==> src/rtl/dyn_delay_ctrl_if.sv <==
// Host-side configuration/trigger bus and IDELAYE2 control outputs of dyn_delay_ctrl.
// The host drives the master modport; the tap sequencer sits on the slave modport.
interface dyn_delay_ctrl_if #(
  parameter int TAP_W = 5
);
  logic             cfg_valid;
  logic             cfg_ready;
  logic             cfg_sweep;
  logic [TAP_W-1:0] cfg_lo;
  logic [TAP_W-1:0] cfg_hi;
  logic [TAP_W-1:0] cfg_step;
  logic             trig;
  logic [TAP_W-1:0] tap_out;
  logic             ldpipeen;
  logic             ld;
  logic             tap_valid;
  logic             wrap;
  logic             trig_miss;

  modport master (
    output cfg_valid, cfg_sweep, cfg_lo, cfg_hi, cfg_step, trig,
    input  cfg_ready, tap_out, ldpipeen, ld, tap_valid, wrap, trig_miss
  );

  modport slave (
    input  cfg_valid, cfg_sweep, cfg_lo, cfg_hi, cfg_step, trig,
    output cfg_ready, tap_out, ldpipeen, ld, tap_valid, wrap, trig_miss
  );
endinterface

==> src/rtl/dyn_delay_ctrl.sv <==
// Tap-value sequencer for an IDELAYE2 in VAR_LOAD_PIPE mode: loads taps via LDPIPEEN then LD,
// waits a settle time, and optionally sweeps the tap on each trigger.
module dyn_delay_ctrl #(
  parameter int TAP_W      = 5,
  parameter int SETTLE_CYC = 16
) (
  input  logic                  clk_in,
  input  logic                  rstn,
  input  logic                  idly_rdy,
  dyn_delay_ctrl_if.slave       bus
);

  typedef enum logic [2:0] {
    ST_WAIT_RDY = 3'd0,
    ST_PIPE     = 3'd1,
    ST_LOAD     = 3'd2,
    ST_SETTLE   = 3'd3,
    ST_READY    = 3'd4
  } state_t;

  localparam logic [7:0]       SETTLE_INIT = 8'(SETTLE_CYC - 1);
  localparam logic [TAP_W-1:0] TAP_ZERO    = {TAP_W{1'b0}};
  localparam logic [TAP_W-1:0] TAP_ONE     = {{(TAP_W-1){1'b0}}, 1'b1};

  logic [1:0]       sync_q, sync_d;
  state_t           state_q, state_d;
  logic [TAP_W-1:0] tap_q, tap_d;
  logic [TAP_W-1:0] lo_q, lo_d;
  logic [TAP_W-1:0] hi_q, hi_d;
  logic [TAP_W-1:0] step_q, step_d;
  logic             sweep_q, sweep_d;
  logic [7:0]       cnt_q, cnt_d;
  logic             ld_q, ld_d;
  logic             ldpipeen_q, ldpipeen_d;
  logic             tap_valid_q, tap_valid_d;
  logic             cfg_ready_q, cfg_ready_d;
  logic             wrap_q, wrap_d;
  logic             trig_miss_q, trig_miss_d;

  logic             rdy_s;
  logic             cfg_hs_s;
  logic [TAP_W:0]   next_tap_s;

  assign rdy_s      = sync_q[1];
  assign cfg_hs_s   = bus.cfg_valid & cfg_ready_q;
  // One spare bit so tap + step can never wrap silently before the limit compare.
  assign next_tap_s = {1'b0, tap_q} + {1'b0, step_q};

  // Two-flop synchroniser for the asynchronous IDELAYCTRL ready.
  always_comb begin
    sync_d = {sync_q[0], idly_rdy};
  end

  // Sequencer next-state, tap selection, configuration capture and strobe generation.
  always_comb begin
    state_d     = state_q;
    tap_d       = tap_q;
    lo_d        = lo_q;
    hi_d        = hi_q;
    step_d      = step_q;
    sweep_d     = sweep_q;
    cnt_d       = cnt_q;
    wrap_d      = 1'b0;
    trig_miss_d = 1'b0;

    case (state_q)
      ST_WAIT_RDY: begin
        trig_miss_d = bus.trig;
        if (rdy_s) begin
          state_d = ST_PIPE;
        end else begin
          state_d = ST_WAIT_RDY;
        end
      end
      ST_PIPE: begin
        trig_miss_d = bus.trig;
        cnt_d       = SETTLE_INIT;
        state_d     = ST_LOAD;
      end
      ST_LOAD: begin
        trig_miss_d = bus.trig;
        if (cnt_q == 8'd0) begin
          state_d = ST_READY;
        end else begin
          cnt_d   = cnt_q - 8'd1;
          state_d = ST_SETTLE;
        end
      end
      ST_SETTLE: begin
        trig_miss_d = bus.trig;
        if (cnt_q == 8'd0) begin
          state_d = ST_READY;
        end else begin
          cnt_d   = cnt_q - 8'd1;
          state_d = ST_SETTLE;
        end
      end
      ST_READY: begin
        if (cfg_hs_s) begin
          // A visible handshake is always honoured, even if ready is dropping this cycle.
          lo_d        = bus.cfg_lo;
          sweep_d     = bus.cfg_sweep;
          tap_d       = bus.cfg_lo;
          trig_miss_d = bus.trig;
          state_d     = ST_PIPE;
          if (bus.cfg_lo > bus.cfg_hi) begin
            hi_d = bus.cfg_lo;
          end else begin
            hi_d = bus.cfg_hi;
          end
          if (bus.cfg_step == TAP_ZERO) begin
            step_d = TAP_ONE;
          end else begin
            step_d = bus.cfg_step;
          end
        end else if (bus.trig && !rdy_s) begin
          trig_miss_d = 1'b1;
        end else if (bus.trig && sweep_q) begin
          state_d = ST_PIPE;
          if (next_tap_s > {1'b0, hi_q}) begin
            tap_d  = lo_q;
            wrap_d = 1'b1;
          end else begin
            tap_d  = next_tap_s[TAP_W-1:0];
            wrap_d = 1'b0;
          end
        end else begin
          state_d = ST_READY;
        end
      end
      default: begin
        state_d = ST_WAIT_RDY;
      end
    endcase

    // Losing the delay controller aborts any load; tap and cfg are kept for the reload.
    if (!rdy_s) begin
      state_d = ST_WAIT_RDY;
    end else begin
      state_d = state_d;
    end
  end

  // Registered strobes follow directly from the state being entered.
  always_comb begin
    ldpipeen_d  = (state_d == ST_PIPE);
    ld_d        = (state_d == ST_LOAD);
    tap_valid_d = (state_d == ST_READY);
    cfg_ready_d = (state_d == ST_READY);
  end

  // State, configuration and output registers.
  always_ff @(posedge clk_in or negedge rstn) begin
    if (!rstn) begin
      sync_q      <= 2'b00;
      state_q     <= ST_WAIT_RDY;
      tap_q       <= TAP_ZERO;
      lo_q        <= TAP_ZERO;
      hi_q        <= TAP_ZERO;
      step_q      <= TAP_ONE;
      sweep_q     <= 1'b0;
      cnt_q       <= 8'd0;
      ld_q        <= 1'b0;
      ldpipeen_q  <= 1'b0;
      tap_valid_q <= 1'b0;
      cfg_ready_q <= 1'b0;
      wrap_q      <= 1'b0;
      trig_miss_q <= 1'b0;
    end else begin
      sync_q      <= sync_d;
      state_q     <= state_d;
      tap_q       <= tap_d;
      lo_q        <= lo_d;
      hi_q        <= hi_d;
      step_q      <= step_d;
      sweep_q     <= sweep_d;
      cnt_q       <= cnt_d;
      ld_q        <= ld_d;
      ldpipeen_q  <= ldpipeen_d;
      tap_valid_q <= tap_valid_d;
      cfg_ready_q <= cfg_ready_d;
      wrap_q      <= wrap_d;
      trig_miss_q <= trig_miss_d;
    end
  end

  assign bus.tap_out   = tap_q;
  assign bus.ldpipeen  = ldpipeen_q;
  assign bus.ld        = ld_q;
  assign bus.tap_valid = tap_valid_q;
  assign bus.cfg_ready = cfg_ready_q;
  assign bus.wrap      = wrap_q;
  assign bus.trig_miss = trig_miss_q;

endmodule

==> src/flat_wrapper.sv <==
// flat-port wrapper written by rule: the top's interface ports become plain ports
module dyn_delay_ctrl_flat 
#(
  parameter int TAP_W      = 5,
  parameter int SETTLE_CYC = 16
)
  (clk_in, rstn, idly_rdy, bus_cfg_valid, bus_cfg_sweep, bus_cfg_lo, bus_cfg_hi, bus_cfg_step, bus_trig, bus_cfg_ready, bus_tap_out, bus_ldpipeen, bus_ld, bus_tap_valid, bus_wrap, bus_trig_miss);
  dyn_delay_ctrl_if #(.TAP_W(TAP_W)) bus_i ();
  input  logic clk_in;
  input  logic rstn;
  input  logic idly_rdy;
  input wire logic [$bits(bus_i.cfg_valid)-1:0] bus_cfg_valid;
  input wire logic [$bits(bus_i.cfg_sweep)-1:0] bus_cfg_sweep;
  input wire logic [$bits(bus_i.cfg_lo)-1:0] bus_cfg_lo;
  input wire logic [$bits(bus_i.cfg_hi)-1:0] bus_cfg_hi;
  input wire logic [$bits(bus_i.cfg_step)-1:0] bus_cfg_step;
  input wire logic [$bits(bus_i.trig)-1:0] bus_trig;
  output wire logic [$bits(bus_i.cfg_ready)-1:0] bus_cfg_ready;
  output wire logic [$bits(bus_i.tap_out)-1:0] bus_tap_out;
  output wire logic [$bits(bus_i.ldpipeen)-1:0] bus_ldpipeen;
  output wire logic [$bits(bus_i.ld)-1:0] bus_ld;
  output wire logic [$bits(bus_i.tap_valid)-1:0] bus_tap_valid;
  output wire logic [$bits(bus_i.wrap)-1:0] bus_wrap;
  output wire logic [$bits(bus_i.trig_miss)-1:0] bus_trig_miss;
  assign bus_i.cfg_valid = bus_cfg_valid;
  assign bus_i.cfg_sweep = bus_cfg_sweep;
  assign bus_i.cfg_lo = bus_cfg_lo;
  assign bus_i.cfg_hi = bus_cfg_hi;
  assign bus_i.cfg_step = bus_cfg_step;
  assign bus_i.trig = bus_trig;
  assign bus_cfg_ready = bus_i.cfg_ready;
  assign bus_tap_out = bus_i.tap_out;
  assign bus_ldpipeen = bus_i.ldpipeen;
  assign bus_ld = bus_i.ld;
  assign bus_tap_valid = bus_i.tap_valid;
  assign bus_wrap = bus_i.wrap;
  assign bus_trig_miss = bus_i.trig_miss;
  dyn_delay_ctrl #(.TAP_W(TAP_W), .SETTLE_CYC(SETTLE_CYC)) u_core (.clk_in(clk_in), .rstn(rstn), .idly_rdy(idly_rdy), .bus(bus_i));
endmodule
==> config.mk <==
export PLATFORM = sky130hd
export DESIGN_NAME = dyn_delay_ctrl_flat
export DESIGN_NICKNAME = d
export VERILOG_FILES = /design/src/rtl/dyn_delay_ctrl_if.sv /design/src/rtl/dyn_delay_ctrl.sv /design/src/flat_wrapper.sv
export SDC_FILE = /design/constraint.sdc
export NUM_CORES = 1
export LEC_CHECK = 0
export ABC_AREA = 1
export BUFFER_PORTS_ARGS = -buffer_cell sky130_fd_sc_hd__buf_2
export CORE_UTILIZATION = 35
export DETAILED_ROUTE_END_ITERATION = 7
export PLACE_DENSITY_LB_ADDON = 0.12
export SYNTH_ARGS = -nofsm -noshare
export SYNTH_HDL_FRONTEND = slang
export SYNTH_SLANG_ARGS = --single-unit
export TNS_END_PERCENT = 50
==> constraint.sdc <==
create_clock -name clk_in -period 2.8 [get_ports clk_in]
set_input_delay 0.28 -clock clk_in [delete_from_list [all_inputs] [get_ports clk_in]]
set_output_delay 0.28 -clock clk_in [all_outputs]
set_load 0.05 [all_outputs]
==> results of run 1 <==
==> registers in the layout, indices dropped and copies added (netlist names) <==
| signal | cells |
|---|---|
| u_core.state_q | 3 |
| u_core.bus.trig_miss | 1 |
| u_core.bus.wrap | 1 |
| u_core.cnt_q | 8 |
| u_core.step_q | 5 |
| u_core.bus.ld | 1 |
| u_core.lo_q | 5 |
| u_core.sync_q | 2 |
| u_core.bus.tap_out | 5 |
| u_core.hi_q | 5 |
| u_core.bus.tap_valid | 1 |
| u_core.bus.ldpipeen | 1 |
| u_core.sweep_q | 1 |
==> cell usage after synthesis (all sizes together) <==
library cell	count
o21a	1
dfrtp	38
dfstp	1
o31ai	3
o21ai	18
o21bai	1
nor4	1
o41ai	1
buf	3
ha	16
nor2	24
inv	40
xor2	6
a31oi	2
nand4	2
nand3	16
nor3	2
fa	1
or2	1
o22ai	4
xnor2	1
a21oi	13
nand2	82
==> layer usage <==
layer  track usage  up-vias  wire [um]  share of wire
li1              -      957          -              -
met1        0.2189      850       2468           0.52
met2        0.2554       41       1994           0.42
met3       0.03736        5        207          0.044
met4       0.05789        0         66          0.014
met5             0        -          0              0
==> final timing paths <==
path | from | endpoint | slack [ns]
max | u_core.bus.tap_out[0]$_DFFE_PN0P_ | u_core.bus.tap_out[2]$_DFFE_PN0P_ | 0.22
min | idly_rdy | u_core.sync_q[0]$_DFF_PN0_ | 0.09
max reg2reg | u_core.bus.tap_out[0]$_DFFE_PN0P_ | u_core.bus.tap_out[2]$_DFFE_PN0P_ | 0.22
min reg2reg | u_core.sync_q[0]$_DFF_PN0_ | u_core.sync_q[1]$_DFF_PN0_ | 0.36
max in group asynchronous | rstn | u_core.cnt_q[7]$_DFFE_PN0P_ | 2.14
min in group asynchronous | rstn | u_core.step_q[1]$_DFFE_PN0P_ | 0.10
==> critical path, cell delays in order, from the launching register on <==
cell and delay (ns):
dfrtp_1 0.40, ha_1 0.23, fa_1 0.41, xor2_1 0.29
ha_1 0.28, nand2_1 0.05, inv_1 0.04, nand2_1 0.05
nand2_1 0.04, nand2_1 0.05, nand2_1 0.04, nand2_1 0.16
nand2_2 0.13, nand2_1 0.08, nand3_1 0.06, nand2_1 0.10
nand2_1 0.06
==> kinds of logic after synthesis <==
logic type                 count (synthesis)
xor gates and xnor gates                   7
buffers and inverters                     43
AOI/OAI and AO/OA                         43
adders and majority gates                 17
and+or+nand+nor                          128
DFF                                       39
==> metrics by stage <==
step / area [sq um] / utilization / std cells
2_1_floorplan: 2266 / - / 277
3_3_place_gp: 2497 / 0.4097 / 380
3_5_place_dp: 2497 / 0.4097 / 380
4_1_cts: 2582 / 0.4236 / 388
5_1_grt: 2582 / 0.4236 / 388
6_report: 2582 / 0.4236 / 388
==> power groups by stage <==
stage / combinational, mW / clock [mW] / sequential, mW
finish: 0.334 / 0.384 / 0.648
global placement: 0.336 / 0 / 0.659
detailed placement: 0.337 / 0 / 0.660
CTS: 0.338 / 0.396 / 0.649
global route: 0.384 / 0.417 / 0.655
floorplan: 0.221 / 0 / 0.682
==> layout make-up <==
cell class              instances  area (sq um)
clock inverters                 2         12.51
flip-flops and latches         39         977.2
repair buffers                 31         155.1
clock buffers                   6         72.57
well taps                      75         93.84
inverters                      40         150.1
fillers                       666          3513
multi-input cells             195          1121
==> summary.txt, run 1 <==
Synth
  – Post-synthesis xor/xnor area fraction: 0.02706
  – Synthesized area: 2266 sq um
  – Adder-Cell Fraction of Synth Area: 0.09718
  – Largest cells by area after synthesis: dfrtp_1 42%, nand2_1 13%, ha_1 8.8%
  – Number of synthesized register bits: 39
  – Syn Nets: between 300 and 400
  – Synth area leader: dfrtp_1
  – Mean Syn Cell Area: 8.180 sq um
  – Mapped Cells: 277
  – Mux contribution to synthesized area: 0
  – Compound-cell area share of the yosys netlist: 0.1071
  – Yosys top cell area share: 0.4197
  – Distinct cells, synth: 32
  – Synth Area in Simple Gates: 0.2634
  – Yosys warns: 0
  – Register area share after synthesis: 0.4313
  – Main combinational cell family by area after synthesis: simple AND/OR/NAND/NOR gates

Worst hold path
  – Hold path depth: 1
  – HP Class: in -> reg

Run
  – # Max-Cap Violations: 0

Timing
  – Setup TNS: 0 ns
  – Setup violation total in the final timing report: 0
  – Post-layout minimum cycle time: 2.578 ns
  – Clock Skew: between 0.008 and 0.009 ns
  – Fin. Hold Viols: 0
  – Final setup margin: between 0.2 and 0.25 ns
  – Final period util: 0.9209
  – Unrepaired setup endpoints after global routing: false
  – Slew Viols, Final: 0
  – Worst hold slack: 0.08899 ns
  – Max-slew headroom: 0.4073
  – Fmax: roughly 390 MHz
  – Worst Tran Pin Value: 0.8891 ns

Clock network
  – Htree depth: 2
  – Hold Buf Count CTS: 0
  – CTS tree: built
  – Clk_lat worst skew: about 0.3 ns
  – Bufs on Longest Clock Path: 2
  – Post-CTS Setup Bufs: 0
  – Clk sinks: 39
  – Reg clk slew, reported paths: 0.08 ns
  – Post-CTS Resized: 0
  – Root Driver: clkbuf_8
  – TritonCTS Buffers: 5

Global routing
  – Largest net degree at the start of global routing: 40
  – Antenna violations before repair: 0
  – Gr usage total: 0.1628
  – Total global routing overflow: 0
  – First-pass GRT wire length: slightly above 8000 um
  – Vias in the first global route: 1780

Pwr
  – Clock share of power: 0.281
  – Net Sw Frac: 0.3389
  – Comb power frac: 0.244
  – P_leak: 1.388 nW
  – Peak supply drop: 0.2698 mV
  – NetSw: 0.4628 mW
  – Flop pwr share: 0.475
  – Power Dens Cells: 528.8 nW/um^2
  – Final Power: around 1.4 mW
  – Internal cell power: between 0.9 and 1 mW

Critical path
  – Reg2reg path depth: 16
  – Critical path startpoint category: flop
  – Worst-path fanout max: 6
  – Crit path kind: reg -> reg
  – CP Capture Type: flop
  – Crit path required time: 2.99 ns
  – Critical Path AT: 2.77 ns

Floorplanning
  – Die Area: 6800 sq um
  – IO Count: 32
  – Initial Utilization: 0.3717
  – Die height: 82.46 um
  – Core area: ~6000 sq um
  – Std-Cell Rows: 28
  – Die Width: approximately 82 um

Route
  – Vias: ~1900
  – Drt pass-1 iters: 4
  – Final WL: 4736 um
  – Via density per instance: 4.776
  – Post-route DRC: 0
  – Initial DRC Count: slightly below 80
  – Final ANT Viol Nets: 0
  – Avg WL per Cell: 12.21 um

Finish
  – Commonest non-fill, non-tap cell in the layout: nand2_1
  – Layout area overhead: 13.97%
  – Commonest non-fill, non-tap cells in the layout: 77 x nand2_1, 38 x dfrtp_1, 34 x inv_1, 31 x buf_2
  – Post-layout net count: 350
  – Share of cells above drive strength 1: 0.1949
  – Number of diodes: 0

Run status
  – Status: finished, final reports clean

Place
  – Buffers on Ports: 31
  – GP Congestion: approximately 0.77
  – Setup WS pre-CTS: 0.2462 ns
  – Placed wire-length estimate: 3634 um
(Power assumes the default switching activity.)
==> run 2, diff against run 1 <==
--- a/config.mk
+++ b/config.mk
@@ -7,7 +7,7 @@
 export LEC_CHECK = 0
 export ABC_AREA = 1
 export BUFFER_PORTS_ARGS = -buffer_cell sky130_fd_sc_hd__buf_2
-export CORE_UTILIZATION = 35
+export CORE_UTILIZATION = 30
 export DETAILED_ROUTE_END_ITERATION = 7
 export PLACE_DENSITY_LB_ADDON = 0.12
 export SYNTH_ARGS = -nofsm -noshare
==> run 2 against run 1 <==
Net effect: core utilization down 6.4 points; worst hold slack gained 0.0017 ns; flip-flop and latch count unchanged.
==> summary.txt, run 2 (synthesis gave the netlist of run 1 again) <==
Run status
  – Status: finished, final reports clean

Pwr
  – Peak supply drop: 0.1425 mV (-47%)
  – Internal cell power: 0.9064 mW (+0.40%)
  – Clock share of power: 0.277 (-0.004)
  – Net Sw Frac: 0.3384 (-0.0004743)
  – Final Power: 1.370 mW (+0.33%)
  – Flop pwr share: 0.474 (about the same)
  – P_leak: 1.393 nW (+0.38%)
  – NetSw: 0.4637 mW (+0.19%)
  – Power Dens Cells: 522.4 nW/um^2 (-1.2%)
  – Comb power frac: 0.249 (+0.005)

Critical path
  – Crit path required time: 2.98 ns (about the same)
  – CP Capture Type: flop
  – CP max stage delay: 0.40 ns (about the same)
  – Top delay family on crit path: simple AND/OR/NAND/NOR gates
  – Worst Path Buf+Inv: 0 (-1)
  – Critical path's slowest cell: dfrtp_1
  – Cell-by-cell trace of the critical path: ha_1 -> a21oi_1 -> o21ai_1 -> xor2_1 -> ha_1 -> a21oi_1 -> nand2_1 -> nand2_1 -> nand2_1 -> nand2_2 -> nand2_2 -> nand2_1 -> nand3_1 -> nand2_1 -> nand2_1
  – Critical path startpoint category: flop
  – Worst-path fanout max: 6 (unchanged)
  – Critical Path AT: 2.65 ns (-0.12 ns)
  – Most used cell, CP: nand2_1
  – Crit path kind: reg -> reg

Clock network
  – CTS tree: built
  – Clk_lat worst skew: 0.29 ns (about the same)
  – Htree depth: 2 (unchanged)
  – Bufs on Longest Clock Path: 2 (unchanged)
  – TritonCTS Buffers: 5 (unchanged)
  – Clk sinks: 39 (unchanged)
  – Reg clk slew, reported paths: 0.08 ns (about the same)
  – Hold Buf Count CTS: 0 (unchanged)
  – Root Driver: clkbuf_8

Floorplanning
  – IO Count: 32 (unchanged)
  – Core area: 7292 sq um (+20%)
  – Die Area: 7905 sq um (+16%)
  – Die Width: 88.91 um (+7.8%)
  – Initial Utilization: 0.3107 (-0.06097)
  – Std-Cell Rows: 31 (+11%)
  – Die height: 88.91 um (+7.8%)

Finish
  – Post-layout net count: 351 (+0.29%)
  – Non-Filler Instances: 413 (+6.4%)
  – Layout area overhead: 15.74%
  – Commonest non-fill, non-tap cell in the layout: nand2_1
  – Top reg by flops: u_core.cnt_q
  – Util after Layout: 0.3596 (-0.06400)
  – Flip-flop count of the largest register after layout: 8 (unchanged)
  – Commonest non-fill, non-tap cells in the layout: 76 x nand2_1, 38 x dfrtp_1, 34 x inv_1, 31 x buf_2
  – Number of diodes: 0 (unchanged)
  – Share of cells above drive strength 1: 0.2006 (+0.005749)

Timing
  – Final setup margin: 0.3321 ns (+0.1106 ns)
  – Clock Skew: 0.009931 ns (+0.0009999 ns)
  – Setup TNS: 0 ns (unchanged)
  – Slew Viols, Final: 0 (unchanged)
  – Fmax: 405.2 MHz (+4.5%)
  – Final period util: 0.8814 (-0.03949)
  – Post-layout minimum cycle time: 2.468 ns (-0.1106 ns)
  – Unrepaired setup endpoints after global routing: false
  – Worst Tran Pin Value: 0.9032 ns (+0.01411 ns)
  – Max-slew headroom: 0.3979 (-0.009409)
  – Setup violation total in the final timing report: 0 (unchanged)
  – Fin. Hold Viols: 0 (unchanged)

Route
  – Initial DRC Count: 84 (+9.1%)
  – Via density per instance: 4.424 (-7.4%)
  – Vias: 1827 (-1.4%)
  – Avg WL per Cell: 12.16 um (-0.36%)
  – Drt pass-1 iters: 4 (unchanged)
  – Final WL: 5023 um (+6.1%)
  – Final ANT Viol Nets: 0 (unchanged)
  – Post-route DRC: 0 (unchanged)

Global routing
  – First-pass GRT wire length: 8756 um (+8.1%)
  – GR peak layer: met2
  – Met2 Use GR: 0.2175 (-0.03789)
  – Vias in the first global route: 1812 (+1.8%)
  – Gr usage total: 0.1464 (-0.01635)
  – Total global routing overflow: 0 (unchanged)
  – Global routing usage on met3: 0.03601 (-0.001352)
  – Largest net degree at the start of global routing: 40 (unchanged)
  – Antenna violations before repair: 0 (unchanged)
  – Grt met1 use: 0.2135 (-0.005420)

Place
  – Buffers on Ports: 31 (unchanged)
  – GP Congestion: 0.8225 (+6.8%)
  – Post-Place Cells: 404 (+6.3%)
  – Placed wire-length estimate: 3797 um (+4.5%)
  – Setup WS pre-CTS: 0.2891 ns (+0.04288 ns)

Run
  – # Max-Cap Violations: 0 (unchanged)

Worst hold path
  – HP Class: in -> reg
## run 2: changes by cell type in the layout (fill, tap and decap cells not counted)
cell	previous run	this run
nand2_1	77	76
nand2_2	5	6
buf_4	0	1
## run 2: worst paths after layout
check,cells past startpoint,slack (ns),from,endpoint
setup / recovery,15,0.33,u_core.bus.tap_out[2]$_DFFE_PN0P_,u_core.bus.tap_out[0]$_DFFE_PN0P_
hold / removal,1,0.09,idly_rdy,u_core.sync_q[0]$_DFF_PN0_
setup reg to reg,15,0.33,u_core.bus.tap_out[2]$_DFFE_PN0P_,u_core.bus.tap_out[0]$_DFFE_PN0P_
hold reg to reg,0,0.35,u_core.sync_q[0]$_DFF_PN0_,u_core.sync_q[1]$_DFF_PN0_
max in group asynchronous,1,2.12,rstn,u_core.bus.tap_out[2]$_DFFE_PN0P_
min in group asynchronous,1,0.12,rstn,u_core.lo_q[4]$_DFFE_PN0P_
## run 2: final cells by class
type	instances	area, sq um
clock buffer	6	72.57
fill	817	4669
sequential	39	977.2
inverter	40	150.1
clock inverter	2	12.51
tap	99	123.9
multi-input combinational	195	1124
timing repair buffer	32	162.7
## run 2: metrics by stage
step	instance area [sq um]	hold slack, ns
2_1_floorplan	2266	-0.01559
3_3_place_gp	2527	0.3369
3_5_place_dp	2527	0.3347
4_1_cts	2613	0.08152
5_1_grt	2623	0.07377
6_report	2623	0.09072
## run 2: power by group through the flow
stage	registers [mW]	logic [mW]	clock network [mW]
finish	0.649	0.341	0.380
global route	0.656	0.392	0.425
CTS	0.650	0.341	0.400
detailed placement	0.661	0.339	0
global placement	0.659	0.338	0
floorplan	0.682	0.221	0
## run 2: timing repair
action                                  in CTS  in global routing
endpoints found under the setup margin       0                  6
gates resized for setup                      0                  1
buffers inserted                             0                  1
hold endpoints to repair                     0                  0
## run 2: layer usage
layer / vias to the layer above / wire length, um
li1: 966 / -
met5: - / 0
met1: 835 / 2654
met4: 0 / 42
met3: 4 / 168
met2: 22 / 2158
